### src/rtl/spi_master_ctrl_if.sv
// Command-side handshake between a register block / sequencer and the SPI controller.
// master: issues start/tx_data; slave: the controller that answers with ready/rx_data/rx_valid.
interface spi_master_ctrl_if #(
   parameter int unsigned DATA_WIDTH = 32
);
   logic                  start;
   logic [DATA_WIDTH-1:0] tx_data;
   logic                  ready;
   logic [DATA_WIDTH-1:0] rx_data;
   logic                  rx_valid;

   modport master (
      output start,
      output tx_data,
      input  ready,
      input  rx_data,
      input  rx_valid
   );

   modport slave (
      input  start,
      input  tx_data,
      output ready,
      output rx_data,
      output rx_valid
   );
endinterface

### src/rtl/spi_master_ctrl.sv
// Mode-0, MSB-first, full-duplex SPI controller: one DATA_WIDTH-bit word per cs_n assertion,
// with programmable scl half-period and cs_n setup/hold, all timed in hclk cycles.
module spi_master_ctrl #(
   parameter int unsigned DATA_WIDTH = 32,
   parameter int unsigned CLK_DIV    = 4,
   parameter int unsigned CS_SETUP   = 2,
   parameter int unsigned CS_HOLD    = 2
) (
   input  logic               hclk,
   input  logic               hresetn,
   spi_master_ctrl_if.slave   cmd,
   output logic               spi_scl,
   output logic               spi_cs_n,
   output logic               spi_mosi,
   input  logic               spi_miso
);

   localparam int unsigned CNT_MAX_SH = (CLK_DIV > CS_SETUP) ? CLK_DIV : CS_SETUP;
   localparam int unsigned CNT_MAX    = (CNT_MAX_SH > CS_HOLD) ? CNT_MAX_SH : CS_HOLD;
   localparam int unsigned CNT_W      = (CNT_MAX > 1) ? $clog2(CNT_MAX) : 1;
   localparam int unsigned BIT_W      = (DATA_WIDTH > 1) ? $clog2(DATA_WIDTH) : 1;

   typedef enum logic [1:0] {
      IDLE,
      SETUP,
      SHIFT,
      HOLD
   } state_e;

   state_e                state_q,    state_d;
   logic [CNT_W-1:0]      cnt_q,      cnt_d;
   logic [BIT_W-1:0]      bit_q,      bit_d;
   logic [DATA_WIDTH-1:0] tx_sh_q,    tx_sh_d;
   logic [DATA_WIDTH-1:0] rx_sh_q,    rx_sh_d;
   logic [DATA_WIDTH-1:0] rx_data_q,  rx_data_d;
   logic                  rx_valid_q, rx_valid_d;
   logic                  scl_q,      scl_d;
   logic                  cs_n_q,     cs_n_d;
   logic                  mosi_q,     mosi_d;

   always_ff @(posedge hclk or negedge hresetn) begin
      if (!hresetn) begin
         state_q    <= IDLE;
         cnt_q      <= '0;
         bit_q      <= '0;
         tx_sh_q    <= '0;
         rx_sh_q    <= '0;
         rx_data_q  <= '0;
         rx_valid_q <= 1'b0;
         scl_q      <= 1'b0;
         cs_n_q     <= 1'b1;
         mosi_q     <= 1'b0;
      end else begin
         state_q    <= state_d;
         cnt_q      <= cnt_d;
         bit_q      <= bit_d;
         tx_sh_q    <= tx_sh_d;
         rx_sh_q    <= rx_sh_d;
         rx_data_q  <= rx_data_d;
         rx_valid_q <= rx_valid_d;
         scl_q      <= scl_d;
         cs_n_q     <= cs_n_d;
         mosi_q     <= mosi_d;
      end
   end

   always_comb begin
      state_d    = state_q;
      cnt_d      = cnt_q;
      bit_d      = bit_q;
      tx_sh_d    = tx_sh_q;
      rx_sh_d    = rx_sh_q;
      rx_data_d  = rx_data_q;
      rx_valid_d = 1'b0;
      scl_d      = scl_q;
      cs_n_d     = cs_n_q;
      mosi_d     = mosi_q;

      unique case (state_q)
         IDLE: begin
            if (cmd.start) begin
               tx_sh_d = cmd.tx_data;
               mosi_d  = cmd.tx_data[DATA_WIDTH-1];
               rx_sh_d = '0;
               cnt_d   = '0;
               bit_d   = '0;
               cs_n_d  = 1'b0;
               state_d = SETUP;
            end
         end

         SETUP: begin
            if (cnt_q == CNT_W'(CS_SETUP - 1)) begin
               cnt_d   = '0;
               state_d = SHIFT;
            end else begin
               cnt_d = cnt_q + CNT_W'(1);
            end
         end

         SHIFT: begin
            if (cnt_q == CNT_W'(CLK_DIV - 1)) begin
               cnt_d = '0;
               if (!scl_q) begin
                  // miso is sampled on the same hclk edge that raises scl
                  scl_d      = 1'b1;
                  rx_sh_d    = rx_sh_q << 1;
                  rx_sh_d[0] = spi_miso;
               end else begin
                  scl_d = 1'b0;
                  if (bit_q == BIT_W'(DATA_WIDTH - 1)) begin
                     state_d = HOLD;
                  end else begin
                     bit_d   = bit_q + BIT_W'(1);
                     tx_sh_d = tx_sh_q << 1;
                     mosi_d  = tx_sh_d[DATA_WIDTH-1];
                  end
               end
            end else begin
               cnt_d = cnt_q + CNT_W'(1);
            end
         end

         HOLD: begin
            if (cnt_q == CNT_W'(CS_HOLD - 1)) begin
               cnt_d      = '0;
               cs_n_d     = 1'b1;
               mosi_d     = 1'b0;
               rx_data_d  = rx_sh_q;
               rx_valid_d = 1'b1;
               state_d    = IDLE;
            end else begin
               cnt_d = cnt_q + CNT_W'(1);
            end
         end

         default: state_d = IDLE;
      endcase
   end

   assign cmd.ready    = (state_q == IDLE);
   assign cmd.rx_data  = rx_data_q;
   assign cmd.rx_valid = rx_valid_q;
   assign spi_scl      = scl_q;
   assign spi_cs_n     = cs_n_q;
   assign spi_mosi     = mosi_q;

endmodule
### src/flat_wrapper.sv
// flat-port wrapper written by rule: the top's interface ports become plain ports
module spi_master_ctrl_flat 
#(
   parameter int unsigned DATA_WIDTH = 32,
   parameter int unsigned CLK_DIV    = 4,
   parameter int unsigned CS_SETUP   = 2,
   parameter int unsigned CS_HOLD    = 2
)
  (hclk, hresetn, spi_scl, spi_cs_n, spi_mosi, spi_miso, cmd_start, cmd_tx_data, cmd_ready, cmd_rx_data, cmd_rx_valid);
  spi_master_ctrl_if #(.DATA_WIDTH(DATA_WIDTH)) cmd_i ();
  input  logic hclk;
  input  logic hresetn;
  output logic spi_scl;
  output logic spi_cs_n;
  output logic spi_mosi;
  input  logic spi_miso;
  input wire logic [$bits(cmd_i.start)-1:0] cmd_start;
  input wire logic [$bits(cmd_i.tx_data)-1:0] cmd_tx_data;
  output wire logic [$bits(cmd_i.ready)-1:0] cmd_ready;
  output wire logic [$bits(cmd_i.rx_data)-1:0] cmd_rx_data;
  output wire logic [$bits(cmd_i.rx_valid)-1:0] cmd_rx_valid;
  assign cmd_i.start = cmd_start;
  assign cmd_i.tx_data = cmd_tx_data;
  assign cmd_ready = cmd_i.ready;
  assign cmd_rx_data = cmd_i.rx_data;
  assign cmd_rx_valid = cmd_i.rx_valid;
  spi_master_ctrl #(.DATA_WIDTH(DATA_WIDTH), .CLK_DIV(CLK_DIV), .CS_SETUP(CS_SETUP), .CS_HOLD(CS_HOLD)) u_core (.hclk(hclk), .hresetn(hresetn), .cmd(cmd_i), .spi_scl(spi_scl), .spi_cs_n(spi_cs_n), .spi_mosi(spi_mosi), .spi_miso(spi_miso));
endmodule
### config.mk
export PLATFORM = sky130hd
export DESIGN_NAME = spi_master_ctrl_flat
export DESIGN_NICKNAME = d
export VERILOG_FILES = /design/src/rtl/spi_master_ctrl_if.sv /design/src/rtl/spi_master_ctrl.sv /design/src/flat_wrapper.sv
export SDC_FILE = /design/constraint.sdc
export NUM_CORES = 1
export LEC_CHECK = 0
export BUFFER_PORTS_ARGS = -buffer_cell sky130_fd_sc_hd__buf_4
export CORE_ASPECT_RATIO = 1.75
export CORE_MARGIN = 2
export CORE_UTILIZATION = 35
export DETAILED_ROUTE_END_ITERATION = 10
export GPL_TIMING_DRIVEN = 1
export PLACE_DENSITY = 0.57
export SLEW_MARGIN = 10
export SYNTH_ARGS = -nofsm -noshare
export SYNTH_HDL_FRONTEND = slang
export SYNTH_SLANG_ARGS = --single-unit
### constraint.sdc
create_clock -name hclk -period 2.15 [get_ports hclk]
set_input_delay 0.215 -clock hclk [delete_from_list [all_inputs] [get_ports hclk]]
set_output_delay 0.215 -clock hclk [all_outputs]
set_load 0.1 [all_outputs]
==> flow_summary.toml <==
[synthesis]
synth_cells = 354
synth_top_area_share_pct = 59.2
syn-cell-area_sq_mm = 0.00452
synth_top_flop_cell = "dfrtp_1"
ys_seq_area_share_pct = 59.8
synth_area_leaders = "dfrtp_1 59%, mux2_2 8.2%, mux2i_1 6.6%, a22o_1 6.6%, a21oi_1 3.8%"
synthArstFlopShare_pct = 100
yosys.area.top_type = "dfrtp_1"
yosys-top-cells-count = "107 x dfrtp_1, 35 x nor2_1, 34 x a21oi_1, 34 x a22o_1, 33 x mux2_2"
synth_edf_count = 0
ys_types = 37
postSynthAreaPerCell_sq_um = 12.8
synth_seq_cells = 108
synth_fp_nets = 400
synth_warnings = 0
synthMostInstantiatedCell = "dfrtp_1"

[critical_path]
crit_type = "flop to flop"
cp-end-kind = "flop"
crit_fanout = 15
cp.arrival_ps = 2340
startpoint_type = "flop"
required_ps = 2410
r2r_setup_slack_ps = 80

[global_routing]
grt.total_usage_pct = 13.1
grt_pass1_vias = 3156
grt-ovfl-total = 0
antenna_found_initial = 0
grt_first_pass_wirelength_um = 15000
grt_max_degree = 62

[layout]
regArea_sq_mm = 0.00270
fill_cells = 1236
syn_to_final_growth_pct = 27.7
multi_input_area_sq_mm = 0.00172
finalInstanceArea_sq_mm = 0.00578
layout-drive-gt1-share_pct = 33.9
n_antenna_cell = 0
fin_nets = 480

[clock_network]
cts_inserted_buffers = 9
cts_tree = "built"
clock-root-buffer = "clkbuf_16"
insertion_delay_ps = 340
clk_pin_slew_worst_paths_ps = 70
clockBufferDepth = 2
clock_sinks = 108
cts_max_level = 3

[drt]
drt_wl_total_um = 9230
routed-via-count = 3018
wl_per_cell_um = 15.1
dr.pass1.iters = 4
drt.antenna.violating_nets = 0
vias_per_cell = 4.95
drt-initial-drc-count = 80
drc = 0

[die]
die_h_um = 154
die_w_um = 89.9
core_sq_mm = 0.0128
io_pins = 73
die_area_sq_mm = 0.0139
start_util_pct = 35.3
rows = 55

[power_and_ir_drop]
p_int_mw = 4.64
power_frac_clock_pct = 22.5
powerDensity_mw_per_mm2 = 1290
switching_power_mw = 2.83
finalPower_mw = 7.47
power_leakage_nw = 2.78
ir_worst_vdd_uv = 934
combPwrFrac_pct = 41.7
switching_share_pct = 37.8
seq_power_share_pct = 35.7

[hold_path]
hold_class = "primary input to flop"

[timing]
worst_pin_slew_ps = 571
final.min_clock_period_ps = 2070
fmax_mhz = 482
finalHoldViolations = 0
fin_crit_sh_pct = 96.5
rsz0062_at_grt = "no"
max_slew_margin_pct = 61.9
skew_ps = 11.6
fin_tns_setup_ps = 0
setup_viol = 0
finalMaxSlewViolations = 0

[placed_design]
numPortBuffers = 72
post_dp_cell_area_sq_mm = 0.00535
dp.final_hpwl_um = 5840
gp_congestion = 0.724

[run_status]
status = "completed"

[flow_run]
drv_cap = 0
-- worst max-delay path, stage by stage, from the launching register on --
cell and delay, ps:
dfrtp_1 400, ha_2 200, and3_1 170, ha_1 180, nand3b_1 260, a211oi_4 260, buf_6 170, clkbuf_16 180
nor2_1 40, a21oi_1 120
-- timing repair --
action / 4_1_cts / 5_1_grt
setup endpoints to repair: 0 / 32
setup buffers: 0 / 1
hold endpoints to repair: 38 / 0
resized for setup: 0 / 4
hold buffers: 1 / 0
-- layout by cell type, fill, tap and decap left out, types with 2 or more instances in the layout --
| cell | n |
|---|---|
| ha_2 | 2 |
| dfrtp_1 | 107 |
| nor2_1 | 35 |
| a31oi_1 | 2 |
| mux2_2 | 33 |
| buf_4 | 80 |
| clkinvlp_4 | 2 |
| clkbuf_16 | 12 |
| inv_1 | 7 |
| a21oi_1 | 34 |
| a22o_1 | 34 |
| inv_6 | 3 |
| and3_1 | 2 |
| nand2b_1 | 2 |
| mux2i_1 | 30 |
| o21ai_0 | 5 |
| nor2b_1 | 3 |
| buf_6 | 2 |
| buf_12 | 5 |
| ha_1 | 7 |
| nand2_1 | 9 |
-- metal layers --
layer	track usage (%)	part of all wire, %	wire, um
met3	3.02	4.7	434
met4	4.76	1.0	95
met2	22.9	53	4930
met1	15.8	41	3770
met5	0	0	0
-- metrics by stage --
step	setup slack [ps]	instances	hold slack (ps)	util, %
floorplan	5.84	354	-80.6	-
global placement	74.2	588	243	41.8
detailed placement	27.6	588	253	41.8
CTS	7.11	605	79.8	44.3
global route	1.91	610	91.1	45.1
finish	75.8	610	93.3	45.1
-- final cells by class --
cell class	count	share of cell area [%]
Clock buffer	9	3.90
Clock inverter	7	1.39
Inverter	7	0.455
Multi-Input combinational cell	217	29.7
Sequential cell	108	46.8
Tap cell	171	3.70
Timing Repair Buffer	91	14.0
-- logic make-up (layout without fill, tap and decap cells) --
family | count (synthesis) | after routing | share of synthesized area [%]
xor gates and xnor gates | 1 | 1 | 0.194
and+or+nand+nor | 58 | 58 | 6.03
AOI/OAI and AO/OA | 84 | 84 | 13.1
muxes | 64 | 64 | 15.1
buffers and inverters | 29 | 114 | 3.07
DFF | 108 | 108 | 59.8
adders and majority gates | 10 | 10 | 2.77
-- registers in the layout, summed over array words and instances, names as in the netlist --
name and cells:
u_core.tx_sh_q 31, u_core.spi_scl 1, u_core.cnt_q 2, u_core.spi_cs_n 1, u_core.state_q 2, u_core.cmd.rx_data 32, u_core.rx_sh_q 32, u_core.spi_mosi 1
u_core.bit_q 5, u_core.cmd.rx_valid 1
-- power by group through the flow --
stage | clock network, mW | logic [mW] | registers [mW]
floorplan | 0 | 1.81 | 2.91
global placement | 0 | 2.67 | 2.69
detailed placement | 0 | 2.73 | 2.71
CTS | 1.76 | 2.74 | 2.67
global route | 1.83 | 3.42 | 2.71
finish | 1.68 | 3.12 | 2.67
-- path summary, 6_finish.rpt --
| check | startpoint | endpoint | depth (start not counted) |
|---|---|---|---|
| worst max-delay path | u_core.bit_q[0] | u_core.tx_sh_q[28] | 9 |
| worst min-delay path | spi_miso | u_core.rx_sh_q[0] | 2 |
| worst max register to register | u_core.bit_q[0] | u_core.tx_sh_q[28] | 9 |
| worst min register to register | u_core.cmd.rx_data[27] | u_core.cmd.rx_data[27] | 1 |
| max in group asynchronous | hresetn | u_core.rx_sh_q[25] | 3 |
| min in group asynchronous | hresetn | u_core.tx_sh_q[18] | 2 |
(Power assumes the default switching activity.)
